===== src/rtl/axi_xbar_pkg.sv =====
// Shared types and helpers for the AXI crossbar channel routers.
// Region tables are widened to MAX_PORTS x MAX_ADDR so the helpers serve any parameter set.
package axi_xbar_pkg;

    typedef enum logic [1:0] {
        IDLE = 2'd0,
        AW   = 2'd1,
        W    = 2'd2
    } xbar_state_e;

    localparam int ID_PREFIX_BITS = 4;
    localparam int MAX_PORTS      = 16;
    localparam int MAX_ADDR       = 64;

    typedef logic [MAX_PORTS-1:0][MAX_ADDR-1:0] region_tbl_t;

    // Lowest-indexed matching region wins, so scan downwards and let later hits overwrite.
    function automatic logic [3:0] decode_slave(input logic [MAX_ADDR-1:0] addr,
                                                input region_tbl_t base,
                                                input region_tbl_t mask,
                                                input int num_s,
                                                input logic [3:0] dflt);
        logic [3:0] idx;
        idx = dflt;
        for (int s = MAX_PORTS-1; s >= 0; s--) begin
            if (s < num_s && (addr & mask[s[3:0]]) == base[s[3:0]])
                idx = s[3:0];
        end
        return idx;
    endfunction

    function automatic logic [3:0] rr_pick(input logic [MAX_PORTS-1:0] req,
                                           input logic [3:0] ptr,
                                           input int num);
        logic [3:0] idx;
        int c;
        idx = '0;
        for (int k = MAX_PORTS-1; k >= 0; k--) begin
            if (k < num) begin
                c = (int'(ptr) + k) % num;
                if (req[c[3:0]])
                    idx = c[3:0];
            end
        end
        return idx;
    endfunction

endpackage


===== src/rtl/axi_rr_arbiter.sv =====
// Combinational round-robin picker: first request at or after ptr_i, wrapping at N-1.
module axi_rr_arbiter
    import axi_xbar_pkg::*;
#(
    parameter int N = 2
) (
    input  logic [N-1:0] req_i,
    input  logic [3:0]   ptr_i,
    output logic [3:0]   grant_o,
    output logic         any_o
);

    logic [MAX_PORTS-1:0] req_ext;

    assign req_ext = MAX_PORTS'(req_i);
    assign grant_o = rr_pick(req_ext, ptr_i, N);
    assign any_o   = |req_i;

endmodule


===== src/rtl/axi_aw_xbar.sv =====
// Write-address router: NUM_M masters to NUM_S slaves with a registered grant
// that stays put until the W channel reports the end of the burst.
module axi_aw_xbar
    import axi_xbar_pkg::*;
#(
    parameter int NUM_M     = 2,
    parameter int NUM_S     = 2,
    parameter int ID_BITS   = 4,
    parameter int IDS_BITS  = ID_BITS + 4,
    parameter int ADDR_BITS = 32,
    parameter logic [NUM_S*ADDR_BITS-1:0] SLV_BASE = {32'h0001_0000, 32'h0000_0000},
    parameter logic [NUM_S*ADDR_BITS-1:0] SLV_MASK = {32'hFFFF_0000, 32'hFFFF_0000},
    parameter int DEFAULT_SLAVE = 0
) (
    input  logic                       ACLK,
    input  logic                       ARESET,
    input  logic [NUM_M*ID_BITS-1:0]   AWID_M,
    input  logic [NUM_M*ADDR_BITS-1:0] AWADDR_M,
    input  logic [NUM_M*4-1:0]         AWLEN_M,
    input  logic [NUM_M*3-1:0]         AWSIZE_M,
    input  logic [NUM_M*2-1:0]         AWBURST_M,
    input  logic [NUM_M-1:0]           AWVALID_M,
    output logic [NUM_M-1:0]           AWREADY_M,
    output logic [NUM_S*IDS_BITS-1:0]  AWID_S,
    output logic [NUM_S*ADDR_BITS-1:0] AWADDR_S,
    output logic [NUM_S*4-1:0]         AWLEN_S,
    output logic [NUM_S*3-1:0]         AWSIZE_S,
    output logic [NUM_S*2-1:0]         AWBURST_S,
    output logic [NUM_S-1:0]           AWVALID_S,
    input  logic [NUM_S-1:0]           AWREADY_S,
    input  logic                       w_done,
    output logic                       grant_valid,
    output logic [3:0]                 grant_m,
    output logic [3:0]                 grant_s
);

    xbar_state_e state_q, state_d;
    logic [3:0]  rr_ptr_q, rr_ptr_d;
    logic [3:0]  grant_m_q, grant_m_d;
    logic [3:0]  grant_s_q, grant_s_d;

    region_tbl_t base_tbl, mask_tbl;
    logic [3:0]  arb_grant, dec_slave;
    logic        arb_any;

    logic [ADDR_BITS-1:0] arb_addr, g_addr;
    logic [ID_BITS-1:0]   g_id;
    logic [3:0]           g_len;
    logic [2:0]           g_size;
    logic [1:0]           g_burst;
    logic                 g_valid, g_ready;

    always_comb begin
        base_tbl = '0;
        mask_tbl = '0;
        for (int s = 0; s < NUM_S; s++) begin
            base_tbl[s] = MAX_ADDR'(SLV_BASE[s*ADDR_BITS +: ADDR_BITS]);
            mask_tbl[s] = MAX_ADDR'(SLV_MASK[s*ADDR_BITS +: ADDR_BITS]);
        end
    end

    axi_rr_arbiter #(.N(NUM_M)) u_arb (
        .req_i   (AWVALID_M),
        .ptr_i   (rr_ptr_q),
        .grant_o (arb_grant),
        .any_o   (arb_any)
    );

    // Separate selects: one for the master being arbitrated, one for the registered grant.
    always_comb begin
        arb_addr = '0;
        g_addr   = '0;
        g_id     = '0;
        g_len    = '0;
        g_size   = '0;
        g_burst  = '0;
        g_valid  = 1'b0;
        g_ready  = 1'b0;
        for (int m = 0; m < NUM_M; m++) begin
            if (arb_grant == 4'(m))
                arb_addr = AWADDR_M[m*ADDR_BITS +: ADDR_BITS];
            if (grant_m_q == 4'(m)) begin
                g_addr  = AWADDR_M[m*ADDR_BITS +: ADDR_BITS];
                g_id    = AWID_M[m*ID_BITS +: ID_BITS];
                g_len   = AWLEN_M[m*4 +: 4];
                g_size  = AWSIZE_M[m*3 +: 3];
                g_burst = AWBURST_M[m*2 +: 2];
                g_valid = AWVALID_M[m];
            end
        end
        for (int s = 0; s < NUM_S; s++) begin
            if (grant_s_q == 4'(s))
                g_ready = AWREADY_S[s];
        end
    end

    assign dec_slave = decode_slave(MAX_ADDR'(arb_addr), base_tbl, mask_tbl, NUM_S,
                                    4'(DEFAULT_SLAVE));

    always_comb begin
        state_d   = state_q;
        rr_ptr_d  = rr_ptr_q;
        grant_m_d = grant_m_q;
        grant_s_d = grant_s_q;
        case (state_q)
            IDLE: begin
                if (arb_any) begin
                    grant_m_d = arb_grant;
                    grant_s_d = dec_slave;
                    rr_ptr_d  = (arb_grant == 4'(NUM_M-1)) ? 4'd0 : arb_grant + 4'd1;
                    state_d   = AW;
                end
            end
            AW: begin
                if (g_valid && g_ready)
                    state_d = W;
            end
            W: begin
                if (w_done)
                    state_d = IDLE;
            end
            default: state_d = IDLE;
        endcase
    end

    always_ff @(posedge ACLK or posedge ARESET) begin
        if (ARESET) begin
            state_q   <= IDLE;
            rr_ptr_q  <= '0;
            grant_m_q <= '0;
            grant_s_q <= '0;
        end else begin
            state_q   <= state_d;
            rr_ptr_q  <= rr_ptr_d;
            grant_m_q <= grant_m_d;
            grant_s_q <= grant_s_d;
        end
    end

    // Routing exists only in AW, so reset (which forces IDLE) zeroes every AW output at once.
    always_comb begin
        AWREADY_M = '0;
        AWID_S    = '0;
        AWADDR_S  = '0;
        AWLEN_S   = '0;
        AWSIZE_S  = '0;
        AWBURST_S = '0;
        AWVALID_S = '0;
        if (state_q == AW) begin
            for (int s = 0; s < NUM_S; s++) begin
                if (grant_s_q == 4'(s)) begin
                    AWVALID_S[s]                       = g_valid;
                    AWID_S[s*IDS_BITS +: IDS_BITS]     = IDS_BITS'({grant_m_q, g_id});
                    AWADDR_S[s*ADDR_BITS +: ADDR_BITS] = g_addr;
                    AWLEN_S[s*4 +: 4]                  = g_len;
                    AWSIZE_S[s*3 +: 3]                 = g_size;
                    AWBURST_S[s*2 +: 2]                = g_burst;
                end
            end
            for (int m = 0; m < NUM_M; m++) begin
                if (grant_m_q == 4'(m))
                    AWREADY_M[m] = g_ready;
            end
        end
    end

    assign grant_valid = (state_q != IDLE);
    assign grant_m     = grant_m_q;
    assign grant_s     = grant_s_q;

endmodule

===== config.mk =====
export PLATFORM = sky130hd
export DESIGN_NAME = axi_aw_xbar
export DESIGN_NICKNAME = d
export VERILOG_FILES = /design/src/rtl/axi_xbar_pkg.sv /design/src/rtl/axi_rr_arbiter.sv /design/src/rtl/axi_aw_xbar.sv
export SDC_FILE = /design/constraint.sdc
export NUM_CORES = 1
export LEC_CHECK = 0
export BUFFER_PORTS_ARGS = -buffer_cell sky130_fd_sc_hd__buf_2
export CELL_PAD_IN_SITES_DETAIL_PLACEMENT = 1
export CELL_PAD_IN_SITES_GLOBAL_PLACEMENT = 1
export CORE_ASPECT_RATIO = 0.75
export CORE_MARGIN = 10
export CORE_UTILIZATION = 15
export CTS_BUF_LIST = sky130_fd_sc_hd__clkbuf_16
export CTS_CLUSTER_SIZE = 8
export DETAILED_ROUTE_END_ITERATION = 10
export GPL_TIMING_DRIVEN = 0
export PLACE_DENSITY_LB_ADDON = 0.1
export SYNTH_ARGS = -nofsm -noshare
export SYNTH_HDL_FRONTEND = slang
export SYNTH_SLANG_ARGS = --single-unit

===== constraint.sdc =====
create_clock -name ACLK -period 1.2 [get_ports ACLK]
set_input_delay 0 -clock ACLK [delete_from_list [all_inputs] [get_ports ACLK]]
set_output_delay 0 -clock ACLK [all_outputs]
set_load 0.02 [all_outputs]

Yosys cells after proc, flatten, opt, wreduce, memory -nomap -nowiden
Index checks and enable logic that the tools add are counted.
{ "totals": {"regBits": 11, "in_bits": 97, "output_inout_bits": 111} }
{ "classes": {"addsub": 2, "n_lt_le_gt_ge": 2, "eq_ne": 9, "muxes": 50, "n_bitwise": 1, "reduce_logical": 10} }
{ "op_table": {"columns": ["cell", "n"], "rows": [
  ["32-bit 2-to-1 mux", 6],
  ["64-bit logical NOT", 1],
  ["64-bit 2-to-1 mux", 1],
  ["4-bit 2-to-1 mux", 10],
  ["8-bit 2-to-1 mux", 3],
  ["2-bit 2-to-1 mux", 9],
  ["16-bit by 1-bit equality test with 1-bit output, second input constant", 1],
  ["16-bit 2-to-1 mux", 1],
  ["1-bit 2-to-1 mux", 13],
  ["4-bit by 1-bit equality test with 1-bit output, second input constant", 3],
  ["4-bit logical NOT", 3],
  ["3-bit 2-to-1 mux", 4],
  ["6-bit 2-to-1 mux", 1],
  ["2-bit != test, second input constant", 3],
  ["2-bit case mux with 3 select lines", 1],
  ["1-bit by 5-bit less-than comparator with 1-bit output, second input constant", 1],
  ["4-bit by 5-bit less-than comparator with 1-bit output, second input constant", 1],
  ["3-bit AND reduction", 1],
  ["1-bit adder, second input constant", 2],
  ["1-bit binary-select mux with 2-bit select", 1],
  ["2-bit by 1-bit equality test with 1-bit output, second input constant", 1],
  ["2-bit equality test, second input constant", 1],
  ["2-bit logical NOT", 1],
  ["2-bit AND reduction", 1],
  ["other kinds (4)", 4]
]} }

Logic depth before layout (Yosys ltp)
Gate-level depths: netlist (run 1).
{ "logic_depth": {"word_depth": 12, "depth_mapped": 6, "ltp_nobuf": 4} }

Hierarchy
Synthesis (run 1) repeated with hierarchy kept, for this count alone.
{ "hier_totals": {"hier_cells": 248, "area_unflattened_um2": 1714.1} }
{ "by_module_without_submodules": {"columns": ["module", "instances", "cells_per_inst", "area_each_um2", "seq_area_each_um2"], "rows": [
  ["axi_aw_xbar", 1, 241, 1670.4, 275.3],
  ["axi_rr_arbiter", 1, 7, 43.8, 0.0]
]} }

Worst setup path before layout (run 1)
OpenSTA, ideal clock, no wires.
{ "synth_path": {"kind": "register -> output", "start": "register grant_m_q[0] (netlist: grant_m[0])", "end": "output port AWVALID_S[0]", "arrival_ns": 1.341, "t_required_ns": 1.200, "slack_ns": -0.141, "path_stages_with_launch": 6, "path_buffers": 2, "cell_sequence": "dfrtp_1 -> buf_2 -> buf_2 -> nand2_1 -> a21boi_0 -> nor2_1"} }
{ "synth_between": {"elab_chain_cells": 5, "elab_cells_between_ends": 6, "classes_between": "eq/ne: 1; mux: 4; reduce/logical: 1"} }
{ "synth_rtl": {"columns": ["element", "line_no", "rtl"], "rows": [
  ["from (decl)", "axi_aw_xbar.sv:39", "logic [3:0] grant_m_q, grant_m_d;"],
  ["from (signal assigned)", "axi_aw_xbar.sv:135", "grant_m_q <= grant_m_d;"],
  ["4-bit logical NOT", "axi_aw_xbar.sv:82", "if (grant_m_q == 4'(m)) begin"],
  ["1-bit 2-to-1 mux", "axi_aw_xbar.sv:82", null],
  ["1-bit 2-to-1 mux *", "axi_aw_xbar.sv:82", null],
  ["1-bit 2-to-1 mux *", "axi_aw_xbar.sv:151", "if (grant_s_q == 4'(s)) begin"],
  ["2-bit 2-to-1 mux *", "axi_aw_xbar.sv:149", "if (state_q == AW) begin"],
  ["to (decl)", "axi_aw_xbar.sv:29", "output logic [NUM_S-1:0] AWVALID_S,"]
]} }
Mark *: on every way between the ends. The rest lies on a longest branch, timed or not.

Worst setup path after layout (run 1)
{ "layout_path": {"start": "register state_q[1]", "end": "output port AWADDR_S[41]"} }
{ "layout_between": {"elab_chain_cells": 2} }
{ "layout_rtl": {"columns": ["element", "line_no", "rtl"], "rows": [
  ["from (decl)", "axi_aw_xbar.sv:37", "xbar_state_e state_q, state_d;"],
  ["from (signal assigned)", "axi_aw_xbar.sv:133", "state_q <= state_d;"],
  ["2-bit by 1-bit equality test with 1-bit output", "axi_aw_xbar.sv:149", null],
  ["64-bit 2-to-1 mux", "axi_aw_xbar.sv:149", null],
  ["to (decl)", "axi_aw_xbar.sv:25", "output logic [NUM_S*ADDR_BITS-1:0] AWADDR_S,"]
]} }
Every way passes these cells.

==> results of run 1 <==
critical path: stages, from the launching register on:
cell	delay, ns
dfrtp_1	0.36
and2b_2	0.27
nand2_2	0.09
buf_12	0.16
buf_12	0.16
nor2_2	0.16
buf_6	0.14
synth_stat cells (all sizes together):
cell type / instances / area share (%)
nor2: 98 / 27
mux2i: 45 / 33
buf: 28 / 15
nor4: 6 / 2.7
dfrtp: 5 / 9.1
nand2: 5 / 1.4
o21ai: 5 / 1.8
inv: 4 / 1.1
a21oi: 2 / 0.73
nand3: 2 / 0.73
nand4: 2 / 0.91
nor4b: 2 / 1.3
a21boi: 1 / 0.55
a2bb2oi: 1 / 0.64
a311oi: 1 / 0.64
and2b: 1 / 0.55
conb: 1 / 0.27
mux2: 1 / 0.82
nand2b: 1 / 0.46
nor3: 1 / 0.36
nor3b: 1 / 0.55
o21a: 1 / 0.55
layout make-up:
type / instances / area, µm² / area share, %
clock inverter: 1 / 3.754 / 0.07808
multi-input combinational: 188 / 2258 / 46.98
timing repair buffer: 216 / 1800 / 37.45
buffer: 28 / 382.9 / 7.965
inverter: 4 / 18.77 / 0.3904
tap: 112 / 140.1 / 2.915
sequential: 5 / 127.6 / 2.655
clock buffer: 3 / 75.07 / 1.562
sequential cells by signal, summed over array words and instances (netlist names):
register  count
grant_s       1
grant_m       1
state_q       2
rr_ptr_q      1
report_power, final:
part / leakage [nW] / total (mW) / switching [mW] / internal [mW]
sequential: 0.0583 / 0.283 / 0.0480 / 0.235
clock: 0.0423 / 0.552 / 0.119 / 0.432
combinational: 1.89 / 9.97 / 5.00 / 4.97
total: 1.99 / 10.8 / 5.17 / 5.63
cell usage in the layout (no fill, tap or decap), types with 2 or more instances in the layout:
| cell | count |
|---|---|
| dfrtp_1 | 3 |
| nand2_1 | 2 |
| a21oi_1 | 2 |
| inv_1 | 3 |
| nor2_2 | 26 |
| o21ai_0 | 2 |
| o21ai_1 | 2 |
| mux2i_4 | 45 |
| nand3_1 | 2 |
| nor2_1 | 6 |
| buf_12 | 14 |
| conb_1 | 12 |
| nor4b_1 | 2 |
| nand4_1 | 2 |
| buf_6 | 91 |
| buf_2 | 101 |
| nand2_2 | 2 |
| nor2_4 | 66 |
| buf_8 | 4 |
| dfrtp_2 | 2 |
| nor4_1 | 6 |
| clkbuf_16 | 5 |
| buf_4 | 30 |
cells by family after synthesis:
logic type,after synthesis
AOI/OAI and AO/OA,11
buffers and inverters,32
DFF,5
muxes,46
other,1
and+or+nand+nor,119
timing repair:
item,in CTS,in global routing
gates resized for setup,222,197
hold buffers,1,0
endpoints found under the setup margin,100,101
pin swaps,12,16
gates cloned,1,2
setup buffers,13,6
endpoints found under the hold margin,5,0
path summary, 6_finish.rpt:
path	start	to	slack, ns	cells past startpoint
worst min-delay path	w_done	state_q[1]	0.04	4
max in group asynchronous	ARESET	grant_s[0]	0.77	3
worst max register to register	state_q[1]	grant_s[0]	-0.14	5
worst max-delay path	state_q[1]	AWADDR_S[41]	-0.38	6
min in group asynchronous	ARESET	grant_m[0]	0.22	3
worst min register to register	rr_ptr_q[0]	rr_ptr_q[0]	0.50	1
per-layer routing:
metal,global-route usage [%],up-vias
met3,5.447,16
li1,-,1169
met5,0,-
met2,25.99,127
met1,15.80,1183
met4,1.705,2
through the flow:
step,util [%],setup slack (ns)
after global placement,30.66,-0.4258
after global routing,53.58,-0.4283
after detailed placement,30.66,-0.3569
final,53.58,-0.3784
after floorplan,-,-0.05935
after CTS,42.11,-0.3299
==> results.md, run 1 <==
- Cells after synthesis: 214
- Critical path class: register to output port
- Simple-Gate Fraction of Synth Area: 35.77%
- Clock slew at reported path FFs: 0.03 ns
- Yosys cell types: 24
- Initial Util: 15.29%
- FP Rows: 30
- PnR worst setup slack: -0.3784 ns
- Critical Path AT: 1.58 ns
- Flops & latches, synth: 5
- Clk_lat worst skew: 0.23 ns
- Vias in the first global route: 2,623
- Clock sinks: 5
- Diode count: 0
- Layout net count: 543
- Worst IR Drop VDD: 1.198 mV
- Post-synthesis compound-gate area fraction: 4.927%
- Xor/xnor share of the synthesized area: 0%
- Skew final: 0.002184 ns
- Max-cap violations: 0
- GP Congestion: 0.7216
- CTS H-tree lvls: 1
- Period utilization: 131.5%
- Avg WL per Cell: 21.32 µm
- 1st-iter DRT viols: 52
- Overall power: 10.80 mW
- Fraction of the mapped netlist area in adder cells: 0%
- Status: finished, violations left
- DRC viols: 0
- GRT Util Overall: 14.23%
- DR WL met2: 6.177 mm
- Final Cell Area: 4807 µm²
- Min cycle time layout: 1.578 ns
- Startpoint Class: register
- Final TNS setup: -27.79 ns
- Critical path endpoint category: output port
- Area of the core: 8971 µm²
- Max Used Layer: met5
- Fill cells: 966
- Drt pass-1 iters: 4
- Largest net degree at the start of global routing: 11
- Leakage power: 1.991 nW
- P&R area growth vs syn: 250.5%
- Die X: 130.4 µm
- Syn Area/Cell: 6.408 µm²
- Number of buffers added on ports: 195
- HPWL Detailed: 8.635 mm
- CTS buffer count: 3
- Hold Path Class: input port to register
- Synth Warn #: 0
- Final setup viols: 97
- Failing checks: setup timing
- Antenna violations before repair: 1
- Bufs on Longest Clock Path: 2
- Max-slew violation count: 0
- CP Max Fanout: 10
- CTS root buffer: clkbuf_16
- Min Hold Slack: 0.03992 ns
- Sequential area share after synthesis: 9.124%
- Post-synthesis cell area: 1371 µm²
- Layout cells sized above 1: 89.21%
- ANT nets after route: 0
- Cells after DPL: 532
- Placed Area: 2750 µm²
- Non-filler cells in the finished layout: 557
- RSZ-0062 raised after global routing: true
- M1 WL: 4.391 mm
- Total grt overflow: 0
- Worst EP required: 1.20 ns
- Largest family of logic cells by synthesized area: simple AND/OR/NAND/NOR gates
- First-pass GRT wire length: 14.98 mm
- Routed wire length on met3: 1.132 mm
- Mux cell area share after synthesis: 33.67%
- IO Count: 208
- Die ar.: 13,410 µm²
- Fmax: 0.6336 GHz
- CTS tree: done
- Die Y: 102.8 µm
- PwrDens: 2247 nW/µm²
- Vias: 2,497
- Detailed Route WL: 11.88 mm
- Final hold viol count: 0
- Vias per cell: 4.483
No activity file was read; power rests on OpenSTA's default activity.
==> run 2, diff against run 1 <==
--- a/config.mk
+++ b/config.mk
@@ -10,7 +10,7 @@
 export CELL_PAD_IN_SITES_GLOBAL_PLACEMENT = 1
 export CORE_ASPECT_RATIO = 0.75
 export CORE_MARGIN = 10
-export CORE_UTILIZATION = 15
+export CORE_UTILIZATION = 18
 export CTS_BUF_LIST = sky130_fd_sc_hd__clkbuf_16
 export CTS_CLUSTER_SIZE = 8
 export DETAILED_ROUTE_END_ITERATION = 10
@@ -18,4 +18,5 @@
 export PLACE_DENSITY_LB_ADDON = 0.1
 export SYNTH_ARGS = -nofsm -noshare
 export SYNTH_HDL_FRONTEND = slang
+export SYNTH_HIERARCHICAL = 1
 export SYNTH_SLANG_ARGS = --single-unit
==> run 2 against run 1 <==
The run still ends with setup timing left; die area decreased by 3.8%; combinational power decreased by 15%; area after synthesis rose by 15%; final area down 7.9%; via count up 6.8%; power shrank 12%; utilization is 1.5 points lower; sequential share of layout area is 2.0 points higher.
==> results.md, run 2 <==
- IO Count: 208 (unchanged)
- Largest net degree at the start of global routing: 11 (unchanged)
- WHS Endpoint: state_q[0] (was state_q[1])
- CTS H-tree lvls: 1 (unchanged)
- Bufs on Longest Clock Path: 2 (unchanged)
- Hold Path Class: input port to register (unchanged)
- CP max stage cell: dfrtp_1 (unchanged)
- GP Congestion: 0.7631 (was 0.7216)
- Fmax: 0.5594 GHz (was 0.6336 GHz)
- Fill cells: 981 (was 966)
- P&R area growth vs syn: 181.8% (was 250.5%)
- Post-synthesis cell area: 1570 µm² (was 1371 µm²)
- Crit path largest cell delay: 0.48 ns (was 0.36 ns)
- Cell repeated most along the worst path: buf_4 (was buf_12)
- Clock slew at reported path FFs: 0.04 ns (was 0.03 ns)
- Area of the core: 8491 µm² (was 8971 µm²)
- Critical Path AT: 1.79 ns (was 1.58 ns)
- Utilization after layout: 52.12% (was 53.58%)
- Synth Warn #: 6 (was 0)
- Period utilization: 149.0% (was 131.5%)
- Final hold viol count: 0 (unchanged)
- Reg2reg setup slack: -0.48 ns (was -0.14 ns)
- 1st-iter DRT viols: 46 (was 52)
- Reg2reg end: state_q[0] (was grant_s[0])
- Layout cells sized above 1: 90.64% (was 89.21%)
- Cells after DPL: 549 (was 532)
- Worst IR Drop VDD: 1.152 mV (was 1.198 mV)
- Cells after synthesis: 233 (was 214)
- Syn Area/Cell: 6.739 µm² (was 6.408 µm²)
- Number of buffers added on ports: 204 (was 195)
- CTS tree: done (unchanged)
- Min Hold Slack: 0.2072 ns (was 0.03992 ns)
- RSZ-0062 raised after global routing: true (unchanged)
- Place WS: -0.5591 ns (was -0.3569 ns)
- Failing checks: setup timing (unchanged)
- Max FFs per register: 4 (was 2)
- Worst EP required: 1.20 ns (about the same)
- Startpoint Class: register (unchanged)
- FF-to-FF path depth: 6 (was 5)
- R2R Path Start: grant_m[3] (was state_q[1])
- Layout net count: 568 (was 543)
- Non-filler cells in the finished layout: 578 (was 557)
- Skew final: 0.006287 ns (was 0.002184 ns)
- PnR worst setup slack: -0.5875 ns (was -0.3784 ns)
- Antenna violations before repair: 0 (was 1)
- CTS root buffer: clkbuf_16 (unchanged)
- Clk_lat worst skew: 0.23 ns (about the same)
- Most frequent cells in the layout: 103 x buf_2, 91 x buf_6, 73 x nor2_2 (was 101 x buf_2, 91 x buf_6, 66 x nor2_4)
- CTS buffer count: 3 (unchanged)
- CP Max Fanout: 4 (was 10)
- DRC viols: 0 (unchanged)
- Commonest non-fill, non-tap cell in the layout: buf_2 (unchanged)
- Min cycle time layout: 1.788 ns (was 1.578 ns)
- FP Rows: 29 (was 30)
- Hold path start: AWVALID_M[1] (was w_done)
- Max-slew violation count: 0 (unchanged)
- Final setup viols: 110 (was 97)
- First-pass GRT wire length: 16.57 mm (was 14.98 mm)
- Die X: 127.9 µm (was 130.4 µm)
- Diode count: 0 (unchanged)
- Initial Util: 18.49% (was 15.29%)
- Max-cap violations: 0 (unchanged)
- Die Y: 100.9 µm (was 102.8 µm)
- Critical path, cell by cell: nor4_4, buf_4, buf_4, buf_4, a22oi_1, nor2_2, buf_4 (was and2b_2, nand2_2, buf_12, buf_12, nor2_2, buf_6)
- Clock sinks: 8 (was 5)
- HPWL Detailed: 9.154 mm (was 8.635 mm)
- Total grt overflow: 0 (unchanged)
- Vias in the first global route: 2,870 (was 2,623)
- Critical path endpoint category: output port (unchanged)
- Critical path class: register to output port (unchanged)
- Detailed Route WL: 11.59 mm (was 11.88 mm)
- Drt pass-1 iters: 4 (unchanged)
- Leakage power: 1.914 nW (was 1.991 nW)
- Final Cell Area: 4425 µm² (was 4807 µm²)
- Avg WL per Cell: 20.06 µm (was 21.32 µm)
- ANT nets after route: 0 (unchanged)
- PwrDens: 2154 nW/µm² (was 2247 nW/µm²)
- Placed Area: 3136 µm² (was 2750 µm²)
- Hold path depth: 3 (was 4)
- Die ar.: 12,900 µm² (was 13,410 µm²)
- Status: finished, violations left (unchanged)
- Vias per cell: 4.614 (was 4.483)
- Vias: 2,667 (was 2,497)
- GRT Util Overall: 15.78% (was 14.23%)
[run 2: where the power goes]
group	internal, mW	switching, mW
clock network	0.434	0.135
registers	0.386	0.140
logic	4.00	4.44
[run 2: per-layer routing]
| metal | GRT usage, % | share of wire (%) |
|---|---|---|
| met5 | 0 | 0 |
| met3 | 4.890 | 8.2 |
| met4 | 1.295 | 0 |
| met1 | 18.28 | 40 |
| met2 | 28.82 | 52 |
[run 2: through the flow]
step	setup TNS, ns	total power, mW
after global placement	-41.21	6.290
after global routing	-64.76	10.14
final	-54.08	9.533
after CTS	-49.15	8.690
after detailed placement	-43.67	6.356
after floorplan	-20.85	4.673
[run 2: how the worst max path moves through the flow]
stage | from | to | slack (ns) | depth (start not counted)
3_3_place_gp | state_q[0] | AWADDR_S[55] | -0.56 | 5
6_report | grant_m[3] | AWVALID_S[0] | -0.59 | 7
5_1_grt | grant_m[1] | AWADDR_S[20] | -0.69 | 6
4_1_cts | grant_m[0] | AWADDR_S[25] | -0.54 | 6
3_5_place_dp | state_q[0] | AWADDR_S[61] | -0.56 | 5
2_1_floorplan | grant_m[0] | AWADDR_S[22] | -0.25 | 6
[run 2: layout make-up]
| type | instances | area [µm²] | area share (%) |
|---|---|---|---|
| Multi-Input combinational cell | 191 | 1692 | 38.22 |
| Clock buffer | 3 | 75.07 | 1.696 |
| Clock inverter | 1 | 3.754 | 0.08482 |
| Sequential cell | 8 | 203.9 | 4.608 |
| Tap cell | 108 | 135.1 | 3.053 |
| Inverter | 9 | 36.28 | 0.8199 |
| Buffer | 29 | 370.4 | 8.369 |
| Timing Repair Buffer | 229 | 1909 | 43.14 |
[run 2: repair_timing]
| item | CTS | global route |
|---|---|---|
| endpoints found under the setup margin | 106 | 110 |
| hold endpoints to repair | 9 | 0 |
| pin swaps | 9 | 18 |
| cloned | 1 | 6 |
| resized for setup | 208 | 63 |
| setup buffers | 11 | 6 |
| hold buffers | 2 | 0 |
[run 2: critical path: cells and delay by family (launching register included)]
kind                   cells  cell delay (ns)
DFF                        1             0.48
AOI/OAI and AO/OA          1             0.37
buffers and inverters      4             0.58
and+or+nand+nor            2             0.12
==> run 3, diff against run 2 <==
--- a/config.mk
+++ b/config.mk
@@ -15,7 +15,8 @@
 export CTS_CLUSTER_SIZE = 8
 export DETAILED_ROUTE_END_ITERATION = 10
 export GPL_TIMING_DRIVEN = 0
-export PLACE_DENSITY_LB_ADDON = 0.1
+export PLACE_DENSITY = 0.82
+export SLEW_MARGIN = 20
 export SYNTH_ARGS = -nofsm -noshare
 export SYNTH_HDL_FRONTEND = slang
 export SYNTH_HIERARCHICAL = 1
==> run 3 against run 2 <==
The run still ends with setup timing left; hold slack lost 0.077 ns; register-to-register slack improved by 0.17 ns; setup slack got worse by 0.025 ns; critical endpoint is now AWID_S[3]; first-iteration DRC count is 2.2% lower; non-clock buffer count fell by 9; cell count is 1.6% lower; maximum frequency fell by 1.4%; power is 3.9% lower; via count rose by 0.82%; die area unchanged; final area decreased by 2.4%; clock skew fell by 0.0011 ns.
==> results.md, run 3 (same netlist as run 2, synthesis figures left out) <==
- CTS tree: done (unchanged)
- Initial Util: 18.49% (unchanged)
- Utilization after layout: 50.87% (was 52.12%)
- Vias per cell: 4.726 (was 4.614)
- CP delay by family, top: buffers and inverters (unchanged)
- Worst slew pin tran: 0.5860 ns
- CTS H-tree lvls: 1 (unchanged)
- CP Max Fanout: 6 (was 4)
- Avg WL per Cell: 21.15 µm (was 20.06 µm)
- DRC viols: 0 (unchanged)
- Worst EP required: 1.20 ns (about the same)
- Final setup viols: 111 (was 110)
- Place WS: -0.5991 ns (was -0.5591 ns)
- Die Y: 100.9 µm (unchanged)
- Crit path largest cell delay: 0.42 ns (was 0.48 ns)
- GP Congestion: 0.8116 (was 0.7631)
- Detailed Route WL: 12.03 mm (was 11.59 mm)
- Area of the core: 8491 µm² (unchanged)
- Min Hold Slack: 0.1298 ns (was 0.2072 ns)
- Antenna violations before repair: 0 (unchanged)
- Max FFs per register: 4 (unchanged)
- Critical path class: register to output port (unchanged)
- RSZ-0062 raised after global routing: true (unchanged)
- Failing checks: setup timing (unchanged)
- Buf/Inv on CP: 4 (unchanged)
- 1st-iter DRT viols: 45 (was 46)
- Period utilization: 151.0% (was 149.0%)
- Min cycle time layout: 1.812 ns (was 1.788 ns)
- Number of buffers added on ports: 204 (unchanged)
- Rel. slew slack: 60.93%
- Commonest non-fill, non-tap cell in the layout: buf_2 (unchanged)
- Drt pass-1 iters: 4 (unchanged)
- Critical path endpoint category: output port (unchanged)
- Clock slew at reported path FFs: 0.04 ns (about the same)
- PnR worst setup slack: -0.6123 ns (was -0.5875 ns)
- Clock sinks: 8 (unchanged)
- Layout net count: 559 (was 568)
- Layout cells sized above 1: 90.89% (was 90.64%)
- First-pass GRT wire length: 17.15 mm (was 16.57 mm)
- Die ar.: 12,900 µm² (unchanged)
- ANT nets after route: 0 (unchanged)
- Skew final: 0.005221 ns (was 0.006287 ns)
- CTS buffer count: 3 (unchanged)
- Die X: 127.9 µm (unchanged)
- Hold Path Class: input port to register (unchanged)
- CTS root buffer: clkbuf_16 (unchanged)
- FP Rows: 29 (unchanged)
- IO Count: 208 (unchanged)
- Status: finished, violations left (unchanged)
- Critical path, cell by cell: inv_4, nor4_4, buf_6, buf_6, a22oi_2, nor2_2, buf_6 (was nor4_4, buf_4, buf_4, buf_4, a22oi_1, nor2_2, buf_4)
- Critical Path AT: 1.81 ns (was 1.79 ns)
- HPWL Detailed: 9.377 mm (was 9.154 mm)
- Max-slew violation count: 0 (unchanged)
- Worst IR Drop VDD: 1.191 mV (was 1.152 mV)
- GRT Util Overall: 16.32% (was 15.78%)
- CP max stage cell: dfrtp_2 (was dfrtp_1)
- P&R area growth vs syn: 175.1% (was 181.8%)
- Leakage power: 1.853 nW (was 1.914 nW)
- Vias: 2,689 (was 2,667)
- Fmax: 0.5518 GHz (was 0.5594 GHz)
- Cell repeated most along the worst path: buf_6 (was buf_4)
- Total grt overflow: 0 (unchanged)
- Final hold viol count: 0 (unchanged)
- Max-cap violations: 0 (unchanged)
- Most frequent cells in the layout: 106 x buf_2, 93 x buf_6, 70 x nor2_2 (was 103 x buf_2, 91 x buf_6, 73 x nor2_2)
- Startpoint Class: register (unchanged)
- Bufs on Longest Clock Path: 2 (unchanged)
- Diode count: 0 (unchanged)
- PwrDens: 2122 nW/µm² (was 2154 nW/µm²)
- Fill cells: 980 (was 981)
- Largest net degree at the start of global routing: 11 (unchanged)
- Vias in the first global route: 3,069 (was 2,870)
- Clk_lat worst skew: 0.24 ns (was 0.23 ns)
==> run 3: cell types whose count changed in the layout (fill, tap and decap cells not counted), sizes merged <==
cell | before | now
clkbuf | 11 | 7
buf | 248 | 243
==> run 3: path summary, 6_finish.rpt <==
kind,startpoint,end,slack [ns],depth (start not counted)
worst max-delay path,grant_m[0],AWID_S[3],-0.61,7
worst max register to register,rr_ptr_q[0],grant_s[0],-0.31,7
worst min-delay path,AWVALID_M[1],state_q[1],0.13,3
min in group asynchronous,ARESET,state_q[0],0.26,3
worst min register to register,rr_ptr_q[0],rr_ptr_q[0],0.52,2
max in group asynchronous,ARESET,grant_m[0],0.66,3
==> run 3: metrics by stage <==
step	cell area [µm²]	TNS [ns]	total power [mW]	instances
after floorplan	1979	-20.85	4.673	237
after global placement	3136	-42.20	6.256	549
after detailed placement	3136	-45.78	6.384	549
after CTS	4059	-54.10	8.580	565
after global routing	4319	-63.58	9.675	569
final	4319	-55.52	9.164	569
==> run 3: power breakdown <==
part	internal (mW)	leakage [nW]	total, mW	switching [mW]
Sequential	0.389	0.0932	0.552	0.163
Clock	0.436	0.0423	0.583	0.148
Combinational	3.55	1.72	8.03	4.48
==> run 3: cell type report <==
class                   count  area, µm²  share of cell area, %
clock buffers               3      75.07                  1.738
well taps                 108      135.1                  3.129
flip-flops and latches      8      205.2                  4.751
repair buffers            221       1778                  41.16
clock inverters             1      3.754                0.08691
plain buffers              28      351.6                  8.140
inverters                   9      36.28                 0.8401
multi-input cells         191       1734                  40.15
==> run 3: worst register-to-register path, stage by stage (launching register included) <==
cell,delay [ns]
dfrtp_1,0.36
inv_1,0.07
a21boi_2,0.05
buf_6,0.13
mux2i_1,0.13
or4_4,0.43
a21oi_2,0.13
mux2_2,0.15
==> run 3: layer usage <==
| layer | vias to the layer above | GRT usage (%) | wire [µm] |
|---|---|---|---|
| met5 | - | 0 | 0 |
| met4 | 0 | 2.591 | 125 |
| met3 | 10 | 5.363 | 983 |
| met2 | 124 | 30.67 | 6251 |
| met1 | 1293 | 17.62 | 4672 |
| li1 | 1262 | - | - |
==> run 3: what timing repair did <==
action                                  CTS  global route
endpoints found under the hold margin     9             0
pin swaps                                 3             9
hold buffers                              2             0
cloned                                    1             1
buffers inserted                         10             4
endpoints found under the setup margin  107           110
gates resized for setup                 221            54
